**src/rtl/read_port_arbiter.sv**
```systemverilog
// rtl/read_port_arbiter.sv - round-robin shared read port with in-order response routing
module read_port_arbiter #(
  parameter int NUM_REQ         = 4,
  parameter int ADDR_WIDTH      = 48,
  parameter int DATA_WIDTH      = 64,
  parameter int MAX_OUTSTANDING = 4
) (
  input  logic                                clk,
  input  logic                                rstn,
  input  logic [NUM_REQ*ADDR_WIDTH-1:0]       req_addr,
  input  logic [NUM_REQ-1:0]                  req_valid,
  output logic [NUM_REQ-1:0]                  req_ready,
  output logic [ADDR_WIDTH-1:0]               mem_req_addr,
  output logic                                mem_req_valid,
  input  logic                                mem_req_ready,
  input  logic [DATA_WIDTH-1:0]               mem_rsp_data,
  input  logic                                mem_rsp_valid,
  output logic                                mem_rsp_ready,
  output logic [DATA_WIDTH-1:0]               rsp_data,
  output logic [NUM_REQ-1:0]                  rsp_valid,
  input  logic [NUM_REQ-1:0]                  rsp_ready,
  output logic [$clog2(MAX_OUTSTANDING):0]    outstanding,
  output logic                                err_unexpected
);

  localparam int IDW = $clog2(NUM_REQ);
  localparam int PW  = $clog2(MAX_OUTSTANDING);
  localparam int CW  = PW + 1;
  localparam logic [CW-1:0]  CNT_FULL = CW'(MAX_OUTSTANDING);
  localparam logic [IDW:0]   NUM_W    = (IDW+1)'(NUM_REQ);
  localparam logic [IDW-1:0] LAST_ID  = IDW'(NUM_REQ - 1);

  typedef enum logic {REQ_EMPTY, REQ_FULL} req_state_t;

  req_state_t            state_q, state_d;
  logic [ADDR_WIDTH-1:0] addr_q;
  logic [ADDR_WIDTH-1:0] addr_arr [NUM_REQ];
  logic [IDW-1:0]        rr_ptr, rr_next;
  logic [IDW-1:0]        id_mem [MAX_OUTSTANDING];
  logic [PW-1:0]         wr_ptr, rd_ptr;
  logic [CW-1:0]         count;
  logic [IDW-1:0]        head;
  logic [IDW-1:0]        grant_idx;
  logic                  grant_found;
  logic                  fifo_empty;
  logic                  can_load;
  logic                  push;
  logic                  pop;

  always_comb begin
    for (int i = 0; i < NUM_REQ; i++) begin
      addr_arr[i] = req_addr[i*ADDR_WIDTH +: ADDR_WIDTH];
    end
  end

  assign fifo_empty = (count == '0);
  assign head       = id_mem[rd_ptr];

  // Responses follow the ID FIFO head; with nothing outstanding the port drains.
  always_comb begin
    rsp_valid     = '0;
    mem_rsp_ready = 1'b0;
    if (rstn) begin
      if (fifo_empty) begin
        mem_rsp_ready = 1'b1;
      end else begin
        rsp_valid[head] = mem_rsp_valid;
        mem_rsp_ready   = rsp_ready[head];
      end
    end
  end

  assign rsp_data = mem_rsp_data;
  assign pop      = !fifo_empty && mem_rsp_valid && mem_rsp_ready;

  // A same-cycle pop frees a slot, so a full FIFO can still accept a grant.
  assign can_load = ((state_q == REQ_EMPTY) || mem_req_ready) &&
                    !((count == CNT_FULL) && !pop);

  always_comb begin
    logic [IDW:0] cand_w;
    grant_found = 1'b0;
    grant_idx   = '0;
    cand_w      = '0;
    for (int k = 0; k < NUM_REQ; k++) begin
      cand_w = {1'b0, rr_ptr} + (IDW+1)'(k);
      if (cand_w >= NUM_W) begin
        cand_w = cand_w - NUM_W;
      end
      if (!grant_found && req_valid[cand_w[IDW-1:0]]) begin
        grant_found = 1'b1;
        grant_idx   = cand_w[IDW-1:0];
      end
    end
  end

  assign push    = rstn && grant_found && can_load;
  assign rr_next = (grant_idx == LAST_ID) ? '0 : grant_idx + IDW'(1);

  always_comb begin
    req_ready = '0;
    if (push) begin
      req_ready[grant_idx] = 1'b1;
    end
  end

  always_comb begin
    state_d = state_q;
    if (push) begin
      state_d = REQ_FULL;
    end else if ((state_q == REQ_FULL) && mem_req_ready) begin
      state_d = REQ_EMPTY;
    end
  end

  assign mem_req_valid = (state_q == REQ_FULL);
  assign mem_req_addr  = addr_q;
  assign outstanding   = count;

  always_ff @(posedge clk or negedge rstn) begin
    if (!rstn) begin
      state_q        <= REQ_EMPTY;
      addr_q         <= '0;
      rr_ptr         <= '0;
      wr_ptr         <= '0;
      rd_ptr         <= '0;
      count          <= '0;
      err_unexpected <= 1'b0;
    end else begin
      state_q <= state_d;
      if (push) begin
        addr_q <= addr_arr[grant_idx];
        wr_ptr <= wr_ptr + PW'(1);
        rr_ptr <= rr_next;
      end
      if (pop) begin
        rd_ptr <= rd_ptr + PW'(1);
      end
      if (push && !pop) begin
        count <= count + CW'(1);
      end else if (!push && pop) begin
        count <= count - CW'(1);
      end
      if (mem_rsp_valid && fifo_empty) begin
        err_unexpected <= 1'b1;
      end
    end
  end

  // ID storage carries no reset; entries only matter once counted.
  always_ff @(posedge clk) begin
    if (push) begin
      id_mem[wr_ptr] <= grant_idx;
    end
  end

endmodule
```
**config.mk**
```make
export PLATFORM = sky130hd
export DESIGN_NAME = read_port_arbiter
export DESIGN_NICKNAME = d
export VERILOG_FILES = /design/src/rtl/read_port_arbiter.sv
export SDC_FILE = /design/constraint.sdc
export NUM_CORES = 1
export LEC_CHECK = 0
export ABC_AREA = 1
export ABC_CLOCK_PERIOD_IN_PS = 3700
export BUFFER_PORTS_ARGS = -buffer_cell sky130_fd_sc_hd__buf_2
export CORE_AREA = 5 5 150 152
export CTS_BUF_LIST = sky130_fd_sc_hd__clkbuf_4
export CTS_CLUSTER_SIZE = 25
export DETAILED_ROUTE_END_ITERATION = 8
export DIE_AREA = 0 0 155 157
export GPL_TIMING_DRIVEN = 0
export HOLD_SLACK_MARGIN = 0.12
export PLACE_DENSITY = 0.64
export RECOVER_POWER = 100
export SLEW_MARGIN = 20
export SYNTH_ARGS = -nofsm -noshare
export SYNTH_HDL_FRONTEND = slang
export SYNTH_SLANG_ARGS = --single-unit
```
**constraint.sdc**
```tcl
create_clock -name clk -period 3.7 [get_ports clk]
set_input_delay 0.185 -clock clk [delete_from_list [all_inputs] [get_ports clk]]
set_output_delay 0.185 -clock clk [all_outputs]
set_load 0.005 [all_outputs]
```
==> out/qor.csv <==
stage,metric,value,unit
die,core area,0.0209,mm²
synth,yosys warns,0,
grt,initial antenna violation count,1,
die,IO Pins,394,
timing,RSZ-0062 raised after global routing,false,
placement,Buffers on Ports,329,
synth,proportion of synthesized chip area in sequential cells,28.5,%
die,Cell Rows,53,
grt,Overall Global Routing Usage,20.1,%
critical_path,critical path data required time,4.05,ns
die,Die ar.,0.0243,mm²
route,drt pass-1 iters,5,
route,WL/cell,15.4,µm
cts,Max Root-Sink Buffers,2,
pwr,Logic pwr share,78.4,%
timing,worst slew pin tran,0.788,ns
synth,"area leader, netlist",dfrtp_1,
synth,synthesized area,0.00602,mm²
critical_path,cells on worst reg2reg path,15,
layout,fillcell total,2238,
cts,Post-CTS Setup Inserts,0,
die,Die Wd,155,µm
route,Vias,7374,
pwr,Clock Power Share,5.5,%
placement,HPWL after DPL,19.8,mm
critical_path,R2R Path End,mem_req_addr[24]$_DFFE_PN0P_,
pwr,sequential group share of total power,16.1,%
placement,pre-CTS WS,0.421,ns
layout,Layout Nets,1669,
grt,pin count of the biggest net entering global routing,34,
route,1st-iter DRT viols,390,
die,Die Ht,157,µm
placement,Inst Count DP,1572,
pwr,Sw Ratio,53.6,%
layout,final core utilization,42.5,%
pwr,sw power,4530,µW
placement,GPL Wtd Cong,0.912,
layout,Post-Layout Cell Count,1672,
grt,Congestion Overflow GR,0,
critical_path,startpoint type of the worst setup path,flip-flop,
grt,vias in the first global route,7373,
cts,Num CTS Buffers,9,
pwr,cell-internal power,3910,µW
worst_hold_path,Hold Crit Class,primary input to flip-flop,
critical_path,CP Class,flip-flop to flip-flop,
die,Starting Density,28.8,%
pwr,pwr dens,950,mW/mm²
synth,largest cells by area after synthesis,"dfrtp_1 25%, nand2_1 22%, nand3_1 13%",
grt,first-pass GRT wire length,38.4,mm
timing,Final period util,93.1,%
synth,fraction of registers with async set or reset after synthesis,88.1,%
run,Max Cap Viol,0,
synth,Mapped Cells,967,
layout,fraction of layout cells with a size suffix above 1,28.1,%
synth,Post-synth EDFFs,8,
route,DRT Wirelength,25.8,mm
route,Via density,4.41,
timing,Hold Fails Final Rpt,0,
synth,"top cells by count, synth","352 x nand2_1, 168 x inv_1, 152 x nand3_1, 74 x buf_4, 59 x dfrtp_1",
critical_path,R2R Setup Slk,0.26,ns
cts,Clock Sinks,67,
synth,Netlist cell types,32,
timing,slew margin rel.,47.5,%
layout,Area Overhead vs Synth,47.5,%
cts,CTS tree,built,
synth,post-synthesis net count,1245,
critical_path,Setup crit end kind,flip-flop,
cts,clk_lat worst skew,0.45,ns
placement,placed standard-cell area,0.00804,mm²
timing,max-slew violation count,0,
synth,prevailing post-synth register cell,dfrtp_1,
worst_hold_path,hold depth,7,
synth,top cell type's share of synthesized area,24.5,%
cts,H-tree levels,3,
critical_path,worst r2r src,rr_ptr[0]$_DFFE_PN0P_,
timing,Final setup viols,0,
cts,clock slew at reported path FFs,0.14,ns
critical_path,CP Data Arrival Time,3.79,ns
synth,most common cell in the synthesized netlist,nand2_1,
worst_hold_path,hold_sp,req_addr[16],
route,DRC Markers,0,
synth,syn_area_per_cell,6.23,µm²
timing,skew final,0.0178,ns
layout,cell area after layout,0.00888,mm²
timing,Final Worst Setup Slack,0.255,ns
pwr,Peak VDD IR,0.462,mV
worst_hold_path,Hold Path Sink,mem_req_addr[16]$_DFFE_PN0P_,
timing,"Min Clock Period, post-route",3.44,ns
cts,CTS root buf,clkbuf_4,
critical_path,worst-path fanout max,10,
outcome,status,"complete, no violations",
route,Final ANT Viol Nets,0,
synth,post-synthesis register bit count,67,
timing,setup TNS,0,ns
pwr,Lkg Pwr,0.00526,µW
timing,fmax,0.290,GHz
flip-flops by register name, indices dropped and copies added, names as in the netlist:
signal and count:
wr_ptr 2, err_unexpected 1, id_mem 8, rd_ptr 2, outstanding 3, mem_req_addr 48
mem_req_valid 1, rr_ptr 2
power groups by stage:
stage	Sequential [µW]	Clock, µW	Combinational [µW]
after floorplan	1360	0	3780
after global placement	1350	0	5800
after detailed placement	1360	0	5870
after CTS	1350	491	6720
after global routing	1400	517	7420
final	1360	468	6610
cell type report:
| type | instances | area [µm²] | share of cell area, % |
|---|---|---|---|
| multi-input combinational | 609 | 2870 | 32.3 |
| timing repair buffer | 413 | 2410 | 27.1 |
| sequential | 67 | 1720 | 19.3 |
| buffer | 116 | 766 | 8.62 |
| inverter | 175 | 657 | 7.39 |
| tap | 275 | 344 | 3.87 |
| clock buffer | 9 | 67.6 | 0.760 |
| clock inverter | 7 | 51.3 | 0.577 |
| antenna | 1 | 2.50 | 0.0282 |
per-stage QoR:
stage | power [µW] | hold slack, ns
6_report | 8440 | 0.151
5_1_grt | 9340 | 0.141
4_1_cts | 8560 | 0.120
3_5_place_dp | 7220 | 0.171
3_3_place_gp | 7160 | 0.444
2_1_floorplan | 5140 | -0.111
cell families (layout without fill, tap and decap cells):
| group | Yosys count | after routing | share of synthesized area [%] |
|---|---|---|---|
| AND/OR/NAND/NOR | 582 | 582 | 43.6 |
| flip-flops | 67 | 67 | 28.5 |
| XOR/XNOR | 4 | 4 | 0.582 |
| other | 0 | 1 | 0 |
| multiplexers | 1 | 1 | 0.187 |
| adder cells (fa/ha/maj) | 10 | 10 | 2.20 |
| AO/OA/AOI/OAI | 12 | 12 | 1.16 |
| buffers and inverters | 291 | 720 | 23.7 |
worst max-delay path by stage:
stage	start	endpoint	slack (ns)	depth (start not counted)
after floorplan	rd_ptr[0]$_DFFE_PN0P_	outstanding[2]$_DFFE_PN0P_	1.10	18
after global placement	rstn	outstanding[2]$_DFFE_PN0P_	-0.02	14
after detailed placement	rd_ptr[0]$_DFFE_PN0P_	outstanding[2]$_DFFE_PN0P_	0.42	18
after CTS	rr_ptr[1]$_DFFE_PN0P_	mem_req_addr[34]$_DFFE_PN0P_	0.22	16
after global routing	rr_ptr[0]$_DFFE_PN0P_	mem_req_addr[35]$_DFFE_PN0P_	0.009	16
final	rr_ptr[0]$_DFFE_PN0P_	mem_req_addr[24]$_DFFE_PN0P_	0.26	15
cells in the final DEF (no fill, tap or decap), types with 2 or more instances in the layout:
cell           netlist  routed
nand2_1            352     352
buf_2               29     274
inv_1              168     169
nand3_1            152     153
clkbuf_1             8      88
dlygate4sd3_1        0      83
dfrtp_1             59      59
clkbuf_4             0      55
nand3b_1            48      48
buf_4               74      29
nor2_1              14      14
ha_1                 9       9
edfxtp_1             8       8
inv_2                7       6
nand2_2              4       4
o21ai_0              3       4
clkbuf_2             0       4
a21oi_1              3       3
nor3_1               3       3
buf_6                3       3
xor2_1               3       3
nand3_2              3       2
nand2_4              2       2
a31oi_1              2       2
clkinv_4             0       2
inv_6                0       2
critical path, cell delays in order, from the launching register on:
cell           delay, ns
dfrtp_1             0.42
buf_4               0.19
nand2_1             0.09
nand3_1             0.11
nand2_1             0.10
a21oi_2             0.15
nand2_2             0.18
nand2_4             0.19
clkbuf_1            0.41
nand2_1             0.10
nand3_1             0.13
dlygate4sd3_1       0.56
nand2_1             0.06
dlygate4sd3_1       0.55
nand2_1             0.06
nand2_1             0.04
per-layer routing:
| metal | global-route usage [%] | part of all wire [%] |
|---|---|---|
| met2 | 36.2 | 50 |
| met3 | 4.48 | 8.1 |
| met1 | 23.2 | 39 |
| met5 | 0 | 0 |
| met4 | 7.86 | 3.0 |
timing repair:
item,in CTS,in global routing
hold buffers,83,0
setup endpoints to repair,0,7
hold endpoints to repair,101,0
resized for setup,0,1
(Power assumes the default switching activity.)
